`config.mk`:
```
export PLATFORM = sky130hd
export DESIGN_NAME = tff_count_sequencer_flat
export DESIGN_NICKNAME = d
export VERILOG_FILES = /design/src/rtl/tff_count_sequencer_if.sv /design/src/rtl/tff_count_sequencer.sv /design/src/flat_wrapper.sv
export SDC_FILE = /design/constraint.sdc
export NUM_CORES = 1
export LEC_CHECK = 0
export BUFFER_PORTS_ARGS = -buffer_cell sky130_fd_sc_hd__buf_2
export CAP_MARGIN = 25
export CORE_MARGIN = 2
export CORE_UTILIZATION = 40
export DETAILED_ROUTE_END_ITERATION = 10
export GPL_TIMING_DRIVEN = 0
export MAX_ROUTING_LAYER = met4
export REMOVE_ABC_BUFFERS = 1
export SLEW_MARGIN = 25
export SYNTH_ARGS = -nofsm -noshare
export SYNTH_HDL_FRONTEND = slang
export SYNTH_SLANG_ARGS = --single-unit
```
`constraint.sdc`:
```
create_clock -name clk -period 4.3 [get_ports clk]
set_input_delay 0.86 -clock clk [delete_from_list [all_inputs] [get_ports clk]]
set_output_delay 0.86 -clock clk [all_outputs]
set_load 0.03 [all_outputs]
```
`src/rtl/tff_count_sequencer_if.sv`:
```
// Control/status bundle between system control logic and the T-flip-flop counter sequencer.
// The master drives the controls; the slave (the sequencer) returns the toggle mask and status.
interface tff_count_sequencer_if #(
  parameter int WIDTH      = 4,
  parameter int PRESCALE_W = 8
);
  logic                  start;
  logic                  stop;
  logic                  clear;
  logic                  auto_reload;
  logic [WIDTH-1:0]      limit;
  logic [PRESCALE_W-1:0] prescale;
  logic [WIDTH-1:0]      t;
  logic [WIDTH-1:0]      q;
  logic                  busy;
  logic                  done;
  logic [1:0]            state;

  modport master (
    output start, stop, clear, auto_reload, limit, prescale,
    input  t, q, busy, done, state
  );

  modport slave (
    input  start, stop, clear, auto_reload, limit, prescale,
    output t, q, busy, done, state
  );
endinterface

```
`src/rtl/tff_count_sequencer.sv`:
```
// Sequencer for a WIDTH-bit T-flip-flop counter: emits the toggle mask t (next = q ^ t),
// mirrors the count in q, and handles run/pause/clear, prescaling and terminal count.
module tff_count_sequencer #(
  parameter int WIDTH      = 4,
  parameter int PRESCALE_W = 8
) (
  input  logic                    clk,
  input  logic                    reset,
  tff_count_sequencer_if.slave    bus
);

  typedef enum logic [1:0] {
    IDLE  = 2'b00,
    RUN   = 2'b01,
    PAUSE = 2'b10,
    DONE  = 2'b11
  } state_t;

  state_t                r_state;
  state_t                w_state_next;
  logic [WIDTH-1:0]      r_q;
  logic [WIDTH-1:0]      w_q_next;
  logic [WIDTH-1:0]      w_q_inc;
  logic [WIDTH-1:0]      w_t;
  logic [PRESCALE_W-1:0] r_presc;
  logic [PRESCALE_W-1:0] w_presc_next;
  logic                  w_step;
  logic                  w_term;
  logic                  w_go;

  assign w_q_inc = r_q + WIDTH'(1);
  assign w_step  = (r_state == RUN) && (r_presc == bus.prescale) && !bus.clear;
  assign w_term  = w_step && (r_q == bus.limit);
  // A simultaneous stop cancels a start everywhere.
  assign w_go    = bus.start && !bus.stop;

  always_comb begin
    w_state_next = r_state;
    w_q_next     = r_q;
    w_presc_next = r_presc;
    w_t          = '0;

    if (bus.clear) begin
      // Toggling every set bit drives the external chain to zero alongside q.
      w_t          = r_q;
      w_q_next     = '0;
      w_presc_next = '0;
      w_state_next = IDLE;
    end else begin
      case (r_state)
        RUN: begin
          if (w_step) begin
            w_presc_next = '0;
            if (w_term) begin
              w_t      = r_q;
              w_q_next = '0;
              if (!bus.auto_reload) begin
                w_state_next = DONE;
              end
            end else begin
              w_t      = r_q ^ w_q_inc;
              w_q_next = w_q_inc;
            end
          end else begin
            w_presc_next = r_presc + PRESCALE_W'(1);
          end
          // A one-shot terminal step already chose DONE, which outranks PAUSE.
          if (bus.stop && (w_state_next == RUN)) begin
            w_state_next = PAUSE;
          end
        end
        PAUSE: begin
          if (w_go) begin
            w_state_next = RUN;
          end
        end
        default: begin
          w_presc_next = '0;
          if (w_go) begin
            w_state_next = RUN;
          end
        end
      endcase
    end
  end

  always_ff @(posedge clk or negedge reset) begin
    if (!reset) begin
      r_state <= IDLE;
      r_q     <= '0;
      r_presc <= '0;
    end else begin
      r_state <= w_state_next;
      r_q     <= w_q_next;
      r_presc <= w_presc_next;
    end
  end

  assign bus.t     = w_t;
  assign bus.q     = r_q;
  assign bus.busy  = (r_state == RUN);
  assign bus.done  = w_term;
  assign bus.state = r_state;

endmodule

```
`src/flat_wrapper.sv`:
```
// flat-port wrapper written by rule: the top's interface ports become plain ports
module tff_count_sequencer_flat 
#(
  parameter int WIDTH      = 4,
  parameter int PRESCALE_W = 8
)
  (clk, reset, bus_start, bus_stop, bus_clear, bus_auto_reload, bus_limit, bus_prescale, bus_t, bus_q, bus_busy, bus_done, bus_state);
  tff_count_sequencer_if #(.WIDTH(WIDTH), .PRESCALE_W(PRESCALE_W)) bus_i ();
  input  logic clk;
  input  logic reset;
  input wire logic [$bits(bus_i.start)-1:0] bus_start;
  input wire logic [$bits(bus_i.stop)-1:0] bus_stop;
  input wire logic [$bits(bus_i.clear)-1:0] bus_clear;
  input wire logic [$bits(bus_i.auto_reload)-1:0] bus_auto_reload;
  input wire logic [$bits(bus_i.limit)-1:0] bus_limit;
  input wire logic [$bits(bus_i.prescale)-1:0] bus_prescale;
  output wire logic [$bits(bus_i.t)-1:0] bus_t;
  output wire logic [$bits(bus_i.q)-1:0] bus_q;
  output wire logic [$bits(bus_i.busy)-1:0] bus_busy;
  output wire logic [$bits(bus_i.done)-1:0] bus_done;
  output wire logic [$bits(bus_i.state)-1:0] bus_state;
  assign bus_i.start = bus_start;
  assign bus_i.stop = bus_stop;
  assign bus_i.clear = bus_clear;
  assign bus_i.auto_reload = bus_auto_reload;
  assign bus_i.limit = bus_limit;
  assign bus_i.prescale = bus_prescale;
  assign bus_t = bus_i.t;
  assign bus_q = bus_i.q;
  assign bus_busy = bus_i.busy;
  assign bus_done = bus_i.done;
  assign bus_state = bus_i.state;
  tff_count_sequencer #(.WIDTH(WIDTH), .PRESCALE_W(PRESCALE_W)) u_core (.clk(clk), .reset(reset), .bus(bus_i));
endmodule
```
==> qor.yml, run 1 <==
floorplanning:
  floorplan.die.width_um: 56.4
  rows: 19
  core_mm2: 0.00269
  die-area_mm2: 0.00318
  ios: 30
  start_util_pct: 40.9
  die_y_um: 56.4
drt:
  viasPerCell: 5.56
  routed_wl_mm: 2.42
  final_antenna_net_count: 0
  wl_per_cell_um: 13.5
  first_iter_violations: 37
  via_count: 1001
  first_pass_iters: 4
  drcViolationCount: 0
timing:
  setup_viol: 0
  skew_ps: 5.97
  fin_setup_tns_ps: 0
  fin_crit_sh_pct: 76.3
  finalWorstPathRequiredPeriod_ps: 3280
  drv_slew: 0
  setup_ws_ps: 1020
  finalHoldViolations: 0
  slew_headroom_pct: 42.6
  worst_pin_slew_ps: 859
  fmax_ghz: 0.305
  rsz0062_at_grt: "false"
power:
  power_frac_comb_pct: 21.4
  p_leak_nw: 0.570
  total_power_w: 0.000304
  p_sw_share_pct: 30.3
  ir_worst_vdd_mv: 0.172
  seq_power_share_pct: 46.0
  p_sw_w: 0.0000921
  p_int_w: 0.000212
  p_per_area_mw_per_mm2: 232
  clock_power_share_pct: 32.6
global_routing:
  grt_pass1_vias: 978
  grt-ovfl-total: 0
  grt_usage_pct: 18.0
  grt_antenna_before_repair: 0
  grt_pass1_wl_mm: 4.37
  grt_max_degree: 16
synth:
  yosysMostFrequentCell: "nand2_1"
  syn_area_per_cell_um2: 9.31
  ys_warn_count: 0
  yosysUniqueCellTypes: 40
  synth_edf_count: 0
  ys.flop_type: "dfrtp_1"
  syn_inst: 118
  synth-seq-area-share_pct: 31.9
  synth.top_cell.area_share_pct: 31.9
  synthArstFlopShare_pct: 100
  syn_area_mm2: 0.00110
  synth-seq-cells: 14
  synth.top_cells.by_count: "16 x nand2_1, 14 x dfrtp_1, 8 x nand3_1"
  yosysTopAreaCell: "dfrtp_1"
  synthTopCellsByArea: "dfrtp_1 32%, xnor2_2 10%, xnor2_1 5.6%"
min_path:
  min_path_type: "in -> async"
clock_network:
  cts_made_buffers: 3
  cts_buffer_depth: 2
  clk_pin_slew_worst_paths_ps: 90
  htreeDepth: 1
  holdBufCountCts: 0
  postCtsSetupRepairBufs: 0
  cts_sinks: 14
  cts_resized: 0
  clockRootBuffer: "clkbuf_4"
  clock_latency_ps: 290
  cts_tree: "done"
critical_path:
  crit_path_max_fanout: 12
  r2r_slack_ps: 2350
  worstSetupPathType: "in -> out"
  worstPathArrival_ps: 2420
  crit_path_end_kind: "primary output"
  start_kind: "primary input"
  crit_required_ps: 3440
outcome:
  outcome: "finished clean"
placement:
  portBuffers: 29
  place_ws_ps: 1070
  gp_congestion: 0.776
  post_dp_cell_area_mm2: 0.00127
  hpwl_mm: 1.85
layout:
  diodes: 0
  final_area_mm2: 0.00131
  final_nets: 170
  layout-drive-gt1-share_pct: 29.5
  area_growth_pct: 19.4
  post-route-util_pct: 48.8
flow_run:
  maxCapViolCount: 0
## cell type report
type | instances | area, µm²
Clock buffer | 4 | 36.3
Fill cell | 276 | 1380
Inverter | 5 | 18.8
Multi-Input combinational cell | 97 | 722
Sequential cell | 14 | 350
Tap cell | 31 | 38.8
Timing Repair Buffer | 29 | 145
## flip-flops by register name, indices dropped and copies added, names as in the netlist
register and cells:
u_core.bus.state 2, u_core.r_presc 8, u_core.bus.q 4
## placed cells by master (no fill, tap or decap), drive strengths merged
| master | Yosys | final |
|---|---|---|
| buf | 0 | 29 |
| nand2 | 16 | 16 |
| dfrtp | 14 | 14 |
| xnor2 | 14 | 14 |
| o21ai | 9 | 9 |
| nand3 | 8 | 8 |
| nand4 | 7 | 7 |
| inv | 5 | 5 |
| nor3 | 4 | 4 |
| clkbuf | 2 | 4 |
| a32o | 3 | 3 |
| nor2 | 3 | 3 |
| nor3b | 3 | 3 |
| nor2b | 3 | 3 |
| and4 | 2 | 2 |
| nor4 | 2 | 2 |
| mux2i | 2 | 2 |
| o22ai | 2 | 2 |
| ha | 2 | 2 |
| o41ai | 2 | 2 |
| nand2b | 1 | 1 |
| and2 | 1 | 1 |
| o22a | 1 | 1 |
| xor2 | 1 | 1 |
| o2111ai | 1 | 1 |
| or3b | 1 | 1 |
| a2111o | 1 | 1 |
| or4 | 1 | 1 |
| a31oi | 1 | 1 |
| a21oi | 1 | 1 |
| or3 | 1 | 1 |
| nor4b | 1 | 1 |
| a22oi | 1 | 1 |
| o211a | 1 | 1 |
| and3 | 1 | 1 |
## worst max-delay path: stages
cell,delay [ps]
buf_2,100
xnor2_1,180
nand4_1,430
o41ai_2,470
a32o_1,190
buf_2,190
## kinds of logic (layout without fill, tap and decap cells)
family	Yosys count	in the layout	synth area share, %
AOI/OAI and AO/OA	23	23	15.5
muxes	2	2	1.82
and+or+nand+nor	55	55	29.4
xor gates and xnor gates	15	15	16.7
adders and majority gates	2	2	2.28
buffers and inverters	7	38	2.39
DFF	14	14	31.9
## power by group through the flow
stage	Sequential [W]	Combinational [W]	Clock [W]
after CTS	0.000140	0.0000656	0.000103
after global placement	0.000142	0.0000643	0
after detailed placement	0.000143	0.0000654	0
after floorplan	0.000148	0.0000352	0
final	0.000140	0.0000649	0.0000990
after global routing	0.000141	0.0000714	0.000108
## final timing paths
path                              startpoint                   to  depth (start not counted)
setup / recovery                bus_limit[0]             bus_t[2]                          6
hold / removal                         reset      u_core.bus.q[2]                          1
setup reg to reg             u_core.bus.q[0]  u_core.bus.state[0]                          4
hold reg to reg            u_core.r_presc[7]    u_core.r_presc[7]                          2
max in group asynchronous              reset    u_core.r_presc[7]                          1
min in group clk           u_core.r_presc[7]    u_core.r_presc[7]                          2
## stage by stage
step / cells / hold WS, ps
2_1_floorplan: 116 / 517
3_3_place_gp: 176 / 545
3_5_place_dp: 176 / 559
4_1_cts: 180 / 460
5_1_grt: 180 / 476
6_report: 180 / 451
## routing by layer
metal	vias to the layer above	wire (µm)	global-route usage (%)
met3	4	118	4.84
met2	27	1180	29.6
li1	506	-	-
met1	464	1110	22.3
met5	-	0	-
met4	0	17	4.08
Note: power is estimated with default switching activity, not from simulation.
==> run 2: changes to the inputs <==
- PLACE_DENSITY: default -> 0.66
- clock period: 4.3 -> 2.8 ns (I/O delays scaled with it)
==> run 2 against run 1 <==
Against the previous run: register-to-register slack got worse by 1300 ps; global-route usage rose by 0.56 points; sequential cell count unchanged; setup slack got worse by 850 ps; highest routed layer unchanged; via count grew 4.7%; critical path depth decreased by 1.
==> qor.yml, run 2 (synthesis gave the netlist of run 1 again) <==
outcome:
  outcome: "finished clean"
global_routing:
  grt-ovfl-total: 0  # unchanged
  grt_pass1_wl_mm: 4.61  # +5.5%
  grt_usage_pct: 18.6  # +0.56 points
  grt_antenna_before_repair: 0  # unchanged
  grt_max_degree: 16  # unchanged
  grt_pass1_vias: 1035  # +5.8%
critical_path:
  crit_path_max_fanout: 9  # -3
  slowest_stage: "dfrtp_1"
  worstPathArrival_ps: 2070  # -350 ps
  path_buf_inv: 1  # -1
  start_kind: "register"
  crit_chain: "xnor2_2, nand4_2, o41ai_4, a32o_1, buf_2"
  cpPeakStageDelay_ps: 470  # about the same
  worstSetupPathType: "reg -> out"
  crit_required_ps: 2240  # -1200 ps
  crit_path_end_kind: "primary output"
  cpLargestDelayFamily: "compound AO/OA/AOI/OAI gates"
layout:
  final_nets: 172  # +1.2%
  layout_commonest_cell: "buf_2"
  n_fill_cell: 271  # -1.8%
  layout-drive-gt1-share_pct: 30.5  # +0.93 points
  top_register: "u_core.r_presc"
  area_growth_pct: 22.3
  diodes: 0  # unchanged
  largest_reg_flops: 8  # unchanged
  final_area_mm2: 0.00134  # +2.5%
  post-route-util_pct: 50.0  # +1.2 points
  final_cell_mix: "29 x buf_2, 16 x nand2_1, 14 x dfrtp_1"
power:
  p_per_area_mw_per_mm2: 352  # +52%
  ir_worst_vdd_mv: 0.293  # +70%
  p_leak_nw: 0.605  # +6.2%
drt:
  viasPerCell: 5.76  # +3.5%
  final_antenna_net_count: 0  # unchanged
  wl_per_cell_um: 14.8  # +9.8%
  routed_wl_mm: 2.69  # +11%
  drcViolationCount: 0  # unchanged
  first_pass_iters: 4  # unchanged
  via_count: 1048  # +4.7%
  first_iter_violations: 32  # -14%
timing:
  finalHoldViolations: 0  # unchanged
  whs_ps: 158  # -293 ps
  fin_setup_tns_ps: 0  # unchanged
  skew_ps: 13.6  # +7.64 ps
  worst_pin_slew_ps: 1020  # +158 ps
  slew_headroom_pct: 32.0  # -11 points
  fmax_ghz: 0.380
  drv_slew: 0  # unchanged
  rsz0062_at_grt: "false"
  fin_crit_sh_pct: 94.0
  setup_viol: 0  # unchanged
  finalWorstPathRequiredPeriod_ps: 2630
clock_network:
  cts_buffer_depth: 2  # unchanged
  clk_pin_slew_worst_paths_ps: 100  # about the same
  htreeDepth: 1  # unchanged
  clock_latency_ps: 290  # about the same
  holdBufCountCts: 0  # unchanged
  clockRootBuffer: "clkbuf_4"
  cts_sinks: 14  # unchanged
  cts_tree: "done"
  cts_made_buffers: 3  # unchanged
placement:
  post_dp_cell_area_mm2: 0.00127  # unchanged
  portBuffers: 29  # unchanged
  gp_congestion: 0.794  # +2.4%
  hpwl_mm: 1.95  # +5.6%
floorplanning:
  die_y_um: 56.4  # unchanged
  ios: 30  # unchanged
  die-area_mm2: 0.00318  # unchanged
  rows: 19  # unchanged
  floorplan.die.width_um: 56.4  # unchanged
  core_mm2: 0.00269  # unchanged
  start_util_pct: 40.9  # unchanged
min_path:
  min_path_type: "in -> async"
flow_run:
  maxCapViolCount: 0  # unchanged
run 2: changes by cell type in the layout (fill, tap and decap cells not counted):
cell and delta:
buf_4 +2, o41ai_4 +1, nor3_4 +1, o41ai_2 -1
nor3_2 -1
run 2: cell type report:
type	count	area, µm²	share of cell area [%]
Clock buffer	4	36.3	2.70
Inverter	5	18.8	1.40
Multi-Input combinational cell	97	739	55.0
Sequential cell	14	350	26.1
Tap cell	31	38.8	2.89
Timing Repair Buffer	31	160	11.9
run 2: final timing paths:
kind	from	endpoint	slack, ps	cells past startpoint
worst max-delay path	u_core.r_presc[0]	bus_t[3]	170	5
worst min-delay path	reset	u_core.bus.q[3]	160	1
worst max register to register	u_core.r_presc[0]	u_core.bus.state[0]	1030	4
worst min register to register	u_core.r_presc[7]	u_core.r_presc[7]	580	2
max in group asynchronous	reset	u_core.r_presc[3]	2370	1
min in group clk	bus_stop	u_core.bus.state[0]	460	2
run 2: power breakdown:
part	switching, W	leakage, nW	internal [W]
logic	0.0000645	0.393	0.0000413
registers	0.00000818	0.191	0.000207
clock network	0.0000728	0.0210	0.0000792
run 2: metrics by stage:
| step | instances | setup WS (ps) | power [W] |
|---|---|---|---|
| 6_report | 182 | 167 | 0.000473 |
| 2_1_floorplan | 116 | 316 | 0.000281 |
| 4_1_cts | 180 | 5.19 | 0.000474 |
| 5_1_grt | 182 | 37.6 | 0.000494 |
| 3_5_place_dp | 176 | 168 | 0.000320 |
| 3_3_place_gp | 176 | 172 | 0.000317 |
run 2: metal layers:
metal / part of all wire (%) / GRT usage, % / up-vias / wire length [µm]
li1: - / - / 508 / -
met2: 50 / 31.6 / 28 / 1340
met5: 0 / - / - / 0
met1: 44 / 22.3 / 510 / 1190
met3: 5.3 / 5.07 / 2 / 144
met4: 0.52 / 3.40 / 0 / 14
run 2: repair_timing:
action | 4_1_cts | 5_1_grt
hold endpoints to repair | 0 | 0
buffers inserted | 0 | 2
resized for setup | 0 | 2
setup endpoints to repair | 0 | 4
==> run 3: changes to the inputs <==
--- a/config.mk
+++ b/config.mk
@@ -9,3 +9,3 @@
 export CAP_MARGIN = 25
-export CORE_MARGIN = 2
+export CORE_MARGIN = 1
 export CORE_UTILIZATION = 40
@@ -15,3 +15,2 @@
 export PLACE_DENSITY = 0.66
-export REMOVE_ABC_BUFFERS = 1
 export SLEW_MARGIN = 25
--- a/constraint.sdc
+++ b/constraint.sdc
@@ -3,2 +3,2 @@
 set_output_delay 0.56 -clock clk [all_outputs]
-set_load 0.03 [all_outputs]
+set_load 0.005 [all_outputs]
==> run 3 against run 2 <==
Against the previous run: register-to-register slack improved by 20 ps; final cell count decreased by 0.55%; sequential power about the same; power decreased by 4.2%; global-route usage increased by 0.99 points; die area decreased by 7.0%; utilization increased by 1.7 points; first-iteration DRC count decreased by 9.4%; count of clock-buffer cells in the layout unchanged; wire length decreased by 6.4%; highest routed layer unchanged.
==> qor.yml, run 3 (synthesis gave the netlist of run 1 again) <==
outcome:
  outcome: "finished clean"
layout:
  top_register: "u_core.r_presc"
  layout-drive-gt1-share_pct: 29.1  # -1.3 points
  regArea_um2: 350  # unchanged
  largest_reg_flops: 8  # unchanged
  post-route-util_pct: 51.8  # +1.7 points
  final_nets: 172  # unchanged
  multiInputGateArea_um2: 722  # -2.4%
  n_fill_cell: 246  # -9.2%
  final_cell_mix: "29 x buf_2, 16 x nand2_1, 14 x dfrtp_1"
  area_growth_pct: 19.9
  diodes: 0  # unchanged
  layout_commonest_cell: "buf_2"
drt:
  dr_wl_met2_mm: 1.24  # -7.4%
  m1WireLength_mm: 1.17  # -1.7%
  via_count: 1024  # -2.3%
  final_antenna_net_count: 0  # unchanged
  first_pass_iters: 5  # +1
  wl_per_cell_um: 13.9  # -5.8%
  routed_wl_mm: 2.52  # -6.4%
  highest_layer: "met4"
  drcViolationCount: 0  # unchanged
  first_iter_violations: 29  # -9.4%
  wl_met3_um: 93  # -35%
  viasPerCell: 5.66  # -1.8%
critical_path:
  worstPathArrival_ps: 2010  # -60 ps
  crit_required_ps: 2240  # about the same
  crit_path_max_fanout: 10  # +1
  crit_chain: "xnor2_1, nand4_1, clkbuf_1, and2_1, a32o_1, buf_2"
  worstSetupPathType: "reg -> out"
  start_kind: "register"
  cpLargestDelayFamily: "flip-flops"
  crit_path_end_kind: "primary output"
  cpPeakStageDelay_ps: 480  # about the same
  path_buf_inv: 2  # +1
  path_depth: 6  # +1
  slowest_stage: "dfrtp_1"
  worstRegToRegCells: 4  # unchanged
clock_network:
  cts_resized: 0  # unchanged
  htreeDepth: 1  # unchanged
  clk_pin_slew_worst_paths_ps: 100  # about the same
  cts_sinks: 14  # unchanged
  cts_made_buffers: 3  # unchanged
  clock_latency_ps: 290  # about the same
  cts_tree: "done"
  cts_buffer_depth: 2  # unchanged
  postCtsSetupRepairBufs: 0  # unchanged
  holdBufCountCts: 0  # unchanged
  clockRootBuffer: "clkbuf_4"
timing:
  rsz0062_at_grt: "false"
  drv_slew: 0  # unchanged
  setup_ws_ps: 233  # +65.6 ps
  skew_ps: 5.65  # -7.96 ps
  slew_headroom_pct: 34.0  # +2.0 points
  fmax_ghz: 0.389  # +2.6%
  setup_viol: 0  # unchanged
  whs_ps: 149  # -9.06 ps
  fin_crit_sh_pct: 91.7  # -2.3 points
  worst_pin_slew_ps: 988  # -29.6 ps
  finalHoldViolations: 0  # unchanged
  fin_setup_tns_ps: 0  # unchanged
  finalWorstPathRequiredPeriod_ps: 2570  # -65.6 ps
power:
  power_frac_comb_pct: 18.7  # -3.7 points
  p_sw_share_pct: 28.2  # -2.6 points
  p_per_area_mw_per_mm2: 344  # -2.3%
  ir_worst_vdd_mv: 0.323  # +10%
  seq_power_share_pct: 47.5  # +2.0 points
  clock_power_share_pct: 33.8  # +1.7 points
  p_int_w: 0.000325  # -0.67%
  p_sw_w: 0.000128  # -12%
  p_leak_nw: 0.572  # -5.4%
global_routing:
  grt_antenna_before_repair: 0  # unchanged
  grt-ovfl-total: 0  # unchanged
  grt_usage_pct: 19.6  # +0.99 points
  grt_pass1_wl_mm: 3.94  # -15%
  grt_pass1_vias: 881  # -15%
  grt_max_degree: 15  # -1
min_path:
  min_path_type: "in -> async"
placement:
  portBuffers: 29  # unchanged
  hpwl_mm: 1.99  # +1.9%
  place_ws_ps: 314  # +146 ps
  gp_congestion: 0.724  # -8.9%
floorplanning:
  ios: 30  # unchanged
  die_y_um: 54.4  # -3.5%
  rows: 18  # -1
  floorplan.die.width_um: 54.4  # -3.5%
  core_mm2: 0.00254  # -5.3%
  die-area_mm2: 0.00296  # -7.0%
  start_util_pct: 43.2  # +2.3 points
flow_run:
  maxCapViolCount: 0  # unchanged
synth:
  synth_nets: 138
run 3: cell types whose count changed in the layout (fill, tap and decap cells not counted), sizes merged:
cell,delta
buf,-2
clkbuf,+2
run 3: final timing paths:
check	start	endpoint	slack, ps
setup / recovery	u_core.bus.q[0]	bus_t[2]	230
hold / removal	reset	u_core.bus.state[0]	150
setup reg to reg	u_core.r_presc[3]	u_core.bus.state[0]	1050
hold reg to reg	u_core.r_presc[7]	u_core.r_presc[7]	590
max in group asynchronous	reset	u_core.bus.q[0]	2400
min in group clk	bus_auto_reload	u_core.bus.state[1]	470
run 3: worst register-to-register path: cells and delay by family, from the launching register on:
family           cells  cell delay, ps
AO/OA/AOI/OAI        1             200
XOR/XNOR             1             180
flip-flops           1             470
AND/OR/NAND/NOR      2             820
run 3: metal layers:
metal  up-vias  GRT usage, %
met2        23          31.1
met5         -             -
met4         0          3.85
met3         2          5.83
met1       485          24.5
li1        514             -
run 3: power by group through the flow:
stage / registers [W] / logic, W / clock network [W]
after global routing: 0.000216 / 0.0000938 / 0.000168
after detailed placement: 0.000219 / 0.0000857 / 0
final: 0.000215 / 0.0000849 / 0.000153
after CTS: 0.000215 / 0.0000860 / 0.000158
after floorplan: 0.000218 / 0.0000485 / 0
after global placement: 0.000219 / 0.0000831 / 0
run 3: through the flow:
step	area, µm²	total power [W]	std cells
floorplan	1100	0.000267	118
global placement	1280	0.000302	177
detailed placement	1280	0.000305	177
CTS	1320	0.000460	181
global route	1320	0.000478	181
finish	1320	0.000453	181
run 3: layout make-up:
type	instances	share of cell area, %
inverters	5	1.42
plain buffers	2	0.570
repair buffers	29	11.0
clock buffers	4	2.75
multi-input cells	97	54.8
flip-flops and latches	14	26.6
well taps	30	2.85
